**src/rtl/hilo_register_unit_pkg.sv**
```systemverilog
// Shared op_code encodings, FSM state type and reset polarity for the HI/LO register unit.
`ifndef HILO_REGISTER_UNIT_PKG_SV
`define HILO_REGISTER_UNIT_PKG_SV
`define RESET_ENABLE 1'b1

package hilo_register_unit_pkg;

  typedef enum logic [2:0] {
    HILO_OP_NONE       = 3'd0,
    HILO_OP_WRITE_HI   = 3'd1,
    HILO_OP_WRITE_LO   = 3'd2,
    HILO_OP_WRITE_BOTH = 3'd3,
    HILO_OP_MADD       = 3'd4,
    HILO_OP_MSUB       = 3'd5
  } hilo_op_e;

  typedef enum logic {
    HILO_IDLE    = 1'b0,
    HILO_PENDING = 1'b1
  } hilo_state_e;

  function automatic logic is_accumulate(input logic [2:0] code);
    return (code == HILO_OP_MADD) || (code == HILO_OP_MSUB);
  endfunction

endpackage

`endif

```
**src/rtl/hilo_register_unit_if.sv**
```systemverilog
// Operation request bus into the HI/LO register unit.
interface hilo_register_unit_if #(
  parameter int WIDTH = 32
);
  logic             op_valid;
  logic             op_ready;
  logic [2:0]       op_code;
  logic [WIDTH-1:0] op_hi_data;
  logic [WIDTH-1:0] op_lo_data;
  logic             flush;

  modport master (
    output op_valid, op_code, op_hi_data, op_lo_data, flush,
    input  op_ready
  );

  modport slave (
    input  op_valid, op_code, op_hi_data, op_lo_data, flush,
    output op_ready
  );
endinterface

```
**src/rtl/hilo_register_unit_accumulate_alu.sv**
```systemverilog
// Combinational {HI,LO} +/- operand with optional signed saturation of the 2*WIDTH result.
module hilo_accumulate_alu #(
  parameter int WIDTH    = 32,
  parameter bit SATURATE = 1'b0
) (
  input  logic signed [2*WIDTH-1:0] acc,
  input  logic signed [2*WIDTH-1:0] operand,
  input  logic                      subtract,
  output logic        [2*WIDTH-1:0] result,
  output logic                      saturated
);
  localparam int AW = 2 * WIDTH;

  logic signed [AW:0] acc_ext;
  logic signed [AW:0] opd_ext;
  logic signed [AW:0] sum_ext;
  logic               overflow;

  // The extra bit disagrees with the result sign exactly on signed overflow.
  function automatic logic [AW-1:0] clamp(input logic signed [AW:0] v, input logic ovf);
    logic [AW-1:0] r;
    r = v[AW-1:0];
    if (SATURATE && ovf) begin
      r = {AW{~v[AW]}};
      r[AW-1] = v[AW];
    end
    return r;
  endfunction

  always_comb begin
    acc_ext   = {acc[AW-1], acc};
    opd_ext   = {operand[AW-1], operand};
    sum_ext   = subtract ? (acc_ext - opd_ext) : (acc_ext + opd_ext);
    overflow  = sum_ext[AW] ^ sum_ext[AW-1];
    result    = clamp(sum_ext, overflow);
    saturated = SATURATE && overflow;
  end
endmodule

```
**src/rtl/hilo_register_unit.sv**
```systemverilog
// HI/LO special-register unit: direct writes commit on acceptance, MADD/MSUB commit one edge later.
module hilo_register_unit
  import hilo_register_unit_pkg::*;
#(
  parameter int WIDTH    = 32,
  parameter bit SATURATE = 1'b0
) (
  input  logic                 clock,
  input  logic                 reset,
  hilo_register_unit_if.slave  bus,
  output logic [WIDTH-1:0]     hi_read_data,
  output logic [WIDTH-1:0]     lo_read_data,
  output logic                 busy,
  output logic                 saturated,
  input  logic                 clear_saturated
);
  hilo_state_e            state_p0;
  hilo_state_e            state_next;
  logic [WIDTH-1:0]       hi_p1;
  logic [WIDTH-1:0]       lo_p1;
  logic [2*WIDTH-1:0]     operand_p0;
  logic                   sub_p0;
  logic                   sat_flag;

  logic                   ready;
  logic                   accept;
  logic                   wr_hi;
  logic                   wr_lo;
  logic                   start_acc;
  logic                   commit;
  logic [2*WIDTH-1:0]     alu_result;
  logic                   alu_sat;

  hilo_accumulate_alu #(
    .WIDTH    (WIDTH),
    .SATURATE (SATURATE)
  ) u_alu (
    .acc       ({hi_p1, lo_p1}),
    .operand   (operand_p0),
    .subtract  (sub_p0),
    .result    (alu_result),
    .saturated (alu_sat)
  );

  always_comb begin
    ready      = (state_p0 == HILO_IDLE) && !bus.flush;
    accept     = bus.op_valid && ready &&
                 (bus.op_code != HILO_OP_NONE) && (bus.op_code <= HILO_OP_MSUB);
    wr_hi      = accept && ((bus.op_code == HILO_OP_WRITE_HI) || (bus.op_code == HILO_OP_WRITE_BOTH));
    wr_lo      = accept && ((bus.op_code == HILO_OP_WRITE_LO) || (bus.op_code == HILO_OP_WRITE_BOTH));
    start_acc  = accept && is_accumulate(bus.op_code);
    commit     = (state_p0 == HILO_PENDING) && !bus.flush;
    state_next = state_p0;
    case (state_p0)
      HILO_IDLE:    if (start_acc) state_next = HILO_PENDING;
      HILO_PENDING: state_next = HILO_IDLE;
      default:      state_next = HILO_IDLE;
    endcase
  end

  always_ff @(posedge clock) begin
    if (reset == `RESET_ENABLE) begin
      state_p0 <= HILO_IDLE;
    end else begin
      state_p0 <= state_next;
    end
  end

  // Stage p0: pending accumulate operand; stage p1: architectural HI/LO.
  always_ff @(posedge clock) begin
    if (reset == `RESET_ENABLE) begin
      hi_p1      <= '0;
      lo_p1      <= '0;
      operand_p0 <= '0;
      sub_p0     <= 1'b0;
      sat_flag   <= 1'b0;
    end else begin
      if (commit) begin
        {hi_p1, lo_p1} <= alu_result;
      end else begin
        if (wr_hi) hi_p1 <= bus.op_hi_data;
        if (wr_lo) lo_p1 <= bus.op_lo_data;
      end
      if (start_acc) begin
        operand_p0 <= {bus.op_hi_data, bus.op_lo_data};
        sub_p0     <= (bus.op_code == HILO_OP_MSUB);
      end
      if (commit && alu_sat)  sat_flag <= 1'b1;
      else if (clear_saturated) sat_flag <= 1'b0;
    end
  end

  assign bus.op_ready  = ready;
  assign hi_read_data  = hi_p1;
  assign lo_read_data  = lo_p1;
  assign busy          = (state_p0 == HILO_PENDING);
  assign saturated     = sat_flag;
endmodule
```
**src/flat_wrapper.sv**
```systemverilog
// flat-port wrapper written by rule: the top's interface ports become plain ports
module hilo_register_unit_flat import hilo_register_unit_pkg::*;
#(
  parameter int WIDTH    = 32,
  parameter bit SATURATE = 1'b0
)
  (clock, reset, hi_read_data, lo_read_data, busy, saturated, clear_saturated, bus_op_valid, bus_op_code, bus_op_hi_data, bus_op_lo_data, bus_flush, bus_op_ready);
  hilo_register_unit_if #(.WIDTH(WIDTH)) bus_i ();
  input  logic clock;
  input  logic reset;
  output logic [WIDTH-1:0] hi_read_data;
  output logic [WIDTH-1:0] lo_read_data;
  output logic busy;
  output logic saturated;
  input  logic clear_saturated;
  input wire logic [$bits(bus_i.op_valid)-1:0] bus_op_valid;
  input wire logic [$bits(bus_i.op_code)-1:0] bus_op_code;
  input wire logic [$bits(bus_i.op_hi_data)-1:0] bus_op_hi_data;
  input wire logic [$bits(bus_i.op_lo_data)-1:0] bus_op_lo_data;
  input wire logic [$bits(bus_i.flush)-1:0] bus_flush;
  output wire logic [$bits(bus_i.op_ready)-1:0] bus_op_ready;
  assign bus_i.op_valid = bus_op_valid;
  assign bus_i.op_code = bus_op_code;
  assign bus_i.op_hi_data = bus_op_hi_data;
  assign bus_i.op_lo_data = bus_op_lo_data;
  assign bus_i.flush = bus_flush;
  assign bus_op_ready = bus_i.op_ready;
  hilo_register_unit #(.WIDTH(WIDTH), .SATURATE(SATURATE)) u_core (.clock(clock), .reset(reset), .bus(bus_i), .hi_read_data(hi_read_data), .lo_read_data(lo_read_data), .busy(busy), .saturated(saturated), .clear_saturated(clear_saturated));
endmodule
```
**config.mk**
```make
export PLATFORM = sky130hd
export DESIGN_NAME = hilo_register_unit_flat
export DESIGN_NICKNAME = d
export VERILOG_FILES = /design/src/rtl/hilo_register_unit_pkg.sv /design/src/rtl/hilo_register_unit_if.sv /design/src/rtl/hilo_register_unit_accumulate_alu.sv /design/src/rtl/hilo_register_unit.sv /design/src/flat_wrapper.sv
export SDC_FILE = /design/constraint.sdc
export NUM_CORES = 1
export LEC_CHECK = 0
export ABC_AREA = 1
export CAP_MARGIN = 5
export CORE_MARGIN = 4
export CORE_UTILIZATION = 25
export DETAILED_ROUTE_END_ITERATION = 8
export SYNTH_ARGS = -nofsm -noshare
export SYNTH_HDL_FRONTEND = slang
export SYNTH_SLANG_ARGS = --single-unit
export TNS_END_PERCENT = 20
```
**constraint.sdc**
```tcl
create_clock -name clock -period 8.9 [get_ports clock]
set_clock_uncertainty 0.15 [all_clocks]
set_input_delay 1.78 -clock clock [delete_from_list [all_inputs] [get_ports clock]]
set_output_delay 1.78 -clock clock [all_outputs]
set_load 0.03 [all_outputs]
```
-- Word level (Yosys, flattened, before mapping)
Index checks and enable logic that the tools add are counted.
- register bits after elaboration: 130
- output and inout bits: 67
- logic and storage cells: 36
- add/subtract/negate cells: 2
- order comparisons: 1
- eq/ne operators: 5
- mux-type cells: 7
- bitwise operators: 1
- reduce and logical (&&, ||, !) cells: 15
- operator list (cell ; number):
    2-to-1 mux 32 bit ; 4
    adder 64 bit ; 1
    2-to-1 mux 64 bit ; 1
    subtractor 64 bit ; 1
    logical AND 1 bit ; 8
    == test 3 x 2 -> 1 bit, second input constant ; 2
    == test 3 bit, second input constant ; 2
    nonzero test 2 bit ; 2
    == test 3 x 1 -> 1 bit, second input constant ; 1
    less-or-equal comparator 3 bit, second input constant ; 1
    logical OR 1 bit ; 3
    nonzero test 3 bit ; 1
    one-hot mux 1 bit (2 select lines) ; 1
    logical NOT 1 bit ; 1
    2-to-1 mux 1 bit ; 1
    NOT 1 bit ; 1

-- Logic depth before layout (Yosys ltp)
- depth in word-level cells: 8
- mapped depth: 29
- mapped depth without buffers: 29

-- Modules after synthesis
Synthesis repeated with hierarchy kept, for this count alone.
- cell total of the unflattened synthesis: 2718
- area total of the unflattened synthesis: 14343.8 µm²
- by module, submodules not included (module ; times used ; cells each ; area each (µm²) ; sequential area each (µm²)):
    hilo_accumulate_alu ; 1 ; 1786 ; 8250.4 ; 0.0
    hilo_register_unit ; 1 ; 932 ; 6093.3 ; 2622.5

-- Worst setup path before layout
No wires, ideal clock.
- path type: input to output
- from: input port bus_flush
- to: output port bus_op_ready
- data arrival time: 2211 ps
- data required time: 6970 ps
- path slack: 4759 ps
- cell stages on the path: 1
- buffers on the path: 0
- cell sequence: nor2_1
- word-level cells in the longest chain between the ends: 2
- ends and longest elaborated chain (item ; line ; text):
    start: declaration ; flat_wrapper.sv:20 ; input wire logic [$bits(bus_i.flush)-1:0] bus_flush;
    logical NOT 1 bit ; hilo_register_unit.sv:46 ; ready = (state_p0 == HILO_IDLE) && !bus.flush;
    logical AND 1 bit ; hilo_register_unit.sv:46 ;
    end: declaration ; flat_wrapper.sv:21 ; output wire logic [$bits(bus_i.op_ready)-1:0] bus_op_ready;
Every way passes these cells.

-- Worst setup path after layout
Ends and elaborated chain as after synthesis.

==> impl_metrics.json <==
{
  "hold_viol": 0,
  "crit_path_top_delay_cell": "clkdlybuf4s50_1",
  "multi_input_area_um2": 8360,
  "rsz0062_at_grt": "no",
  "startpoint_type": "input pin",
  "routedWlPerCell_um": 16.2,
  "total_power_mw": 2.13,
  "crit_top_cell": "clkdlybuf4s50_1",
  "io_pins": 139,
  "cts_setup_buffers": 0,
  "core_um2": 51200,
  "grt-ovfl-total": 0,
  "slew_viol_final": 0,
  "nets": 2574,
  "setup-tns-final_ns": 0,
  "cts_root_buf": "clkbuf_16",
  "cellPowerDensity_nw_per_um2": 137,
  "p_leak_nw": 7.95,
  "fmax_ghz": 0.200,
  "antenna_found_initial": 0,
  "yosys_register_bits": 130,
  "numCtsBuffers": 17,
  "ir_worst_vdd_v": 0.000133,
  "setup_slack_ns": 3.90,
  "clock_path_buffers": 2,
  "ys_seq_area_share_pct": 20.2,
  "netlist_instances": 2335,
  "first_iter_violations": 1122,
  "drc": 0,
  "async_flop_share_pct": 0,
  "cts_resized": 0,
  "h-tree-depth": 4,
  "port_buffers": 136,
  "place_hpwl_um": 41600,
  "synthTopCellsByArea": "nand2_1 22%, dfxtp_1 20%, inv_1 13%, nor2_1 7.9%, ha_1 6.2%",
  "antenna_left": 0,
  "setup_viol": 0,
  "synth_flop_cell": "dfxtp_1",
  "area_delta_synth_final_pct": 20.3,
  "drv_cap": 0,
  "ys.warnings.count": 0,
  "drtPass1Iterations": 6,
  "clkSinkCount": 130,
  "rrSetupSlack_ns": 4.40,
  "grt_pass1_wl_um": 76400,
  "chipWidth_um": 235,
  "path_cells": "clkdlybuf4s50_1, nor2_1, clkdlybuf4s50_1",
  "grt_util_all_layers_pct": 17.7,
  "die-area_um2": 55300,
  "routed_via_density": 4.57,
  "synthDistinctLibCells": 43,
  "synth.most_common_cell": "nand2_1",
  "synth_area_um2": 12900,
  "status": "completed",
  "cp_max_fo": 2,
  "period_minus_slack_ns": 5.00,
  "cts_tree": "built",
  "drt_wl_total_um": 50600,
  "path_clk_slew_ns": 0.06,
  "synth_top_area_share_pct": 21.7,
  "gp_congestion": 0.941,
  "final_core_util_pct": 30.4,
  "crit_required_ns": 6.97,
  "clk_latency_ns": 0.46,
  "synth_common_cells": "746 x nand2_1, 454 x inv_1, 273 x nor2_1, 130 x dfxtp_1, 128 x a21oi_1",
  "pre_cts_ws_ns": 3.90,
  "start_util_pct": 25.2,
  "antenna_cells": 0,
  "seq_area_um2": 2600,
  "synth_fp_nets": 2472,
  "synth.avg_cell_area_um2": 5.53,
  "first_global_vias": 13200,
  "vias": 14300,
  "slew_headroom_pct": 25.1,
  "dieHeight_um": 235,
  "rows": 83,
  "crit_type": "input pin to output pin",
  "arrival_ns": 3.07,
  "period_share_pct": 56.1,
  "cts_hold_buf": 0,
  "hp-class": "flip-flop to flip-flop",
  "drive_gt1_share_pct": 3.02,
  "nFillCells": 5773,
  "synth_edf_count": 0,
  "yosysTopAreaCell": "nand2_1",
  "crit_path_max_incr_delay_ns": 0.69,
  "grt_max_degree": 97,
  "crit_path_end_kind": "output pin",
  "tightest_slew_ns": 1.12
}
## cell usage in the layout, fill, tap and decap left out, drive strengths merged, types with 3 or more instances in the layout
cell and instances:
ha 64, buf 10, inv 459, clkdlybuf4s50 135
clkinv 7, nor2 283, nor4 3, and2 4
nand2 753, clkbuf 19, xnor2 13, clkinvlp 4
dfxtp 130, nand3 108, a31oi 3, nor3 31
o31ai 4, a21oi 131, o21bai 5, a211oi 66
nand4 21, xor2 74, o2111ai 3, o21ai 111
## state kept, by name, indices dropped and copies added, names as in the netlist
signal	flops
u_core.hi_read_data	32
u_core.operand_p0	64
u_core.sub_p0	1
u_core.busy	1
u_core.lo_read_data	32
## stage by stage
stage	std cells	hold slack, ns	area, µm²
2_1_floorplan	2335	0.321	12900
3_3_place_gp	3098	0.330	15000
3_5_place_dp	3098	0.338	15000
4_1_cts	3130	0.346	15500
5_1_grt	3130	0.363	15500
6_report	3130	0.345	15500
## power breakdown
group,leakage (nW),internal [mW],switching [mW],total (mW)
combinational,6.62,0.257,0.525,0.782
sequential,1.06,0.602,0.0221,0.624
clock,0.275,0.419,0.310,0.729
## critical path: cells and delay by family
kind                   cells  cell delay, ns
buffers and inverters      2            1.15
and+or+nand+nor            1            0.14
## layer usage
| metal | part of all wire (%) | up-vias | track usage [%] |
|---|---|---|---|
| met3 | 5.5 | 68 | 2.14 |
| li1 | - | 7445 | - |
| met1 | 47 | 6384 | 24.7 |
| met5 | 0 | - | 0 |
| met4 | 3.3 | 0 | 6.42 |
| met2 | 44 | 418 | 28.2 |
## path summary, 6_finish.rpt
kind / start / endpoint / cells after the start
max reg2reg: u_core.sub_p0 / u_core.hi_read_data[31] / 21
min reg2reg: u_core.hi_read_data[30] / u_core.hi_read_data[30] / 2
min: u_core.hi_read_data[30] / u_core.hi_read_data[30] / 2
max: bus_flush / bus_op_ready / 3
## area by class of cell
cell class / count / area share (%)
Clock buffer: 19 / 2.85
Clock inverter: 13 / 0.878
Inverter: 459 / 11.1
Multi-Input combinational cell: 1684 / 53.8
Sequential cell: 130 / 16.7
Tap cell: 680 / 5.48
Timing Repair Buffer: 145 / 9.18
## kinds of logic after synthesis
group / count (synthesis) / share of synthesized area, %
other cells: 1 / 0.0290
flops: 130 / 20.2
xor+xnor: 87 / 5.90
buf+inv: 521 / 15.2
compound gates: 325 / 14.6
simple gates: 1206 / 37.7
fa+ha+maj: 65 / 6.36
(Power assumes the default switching activity.)
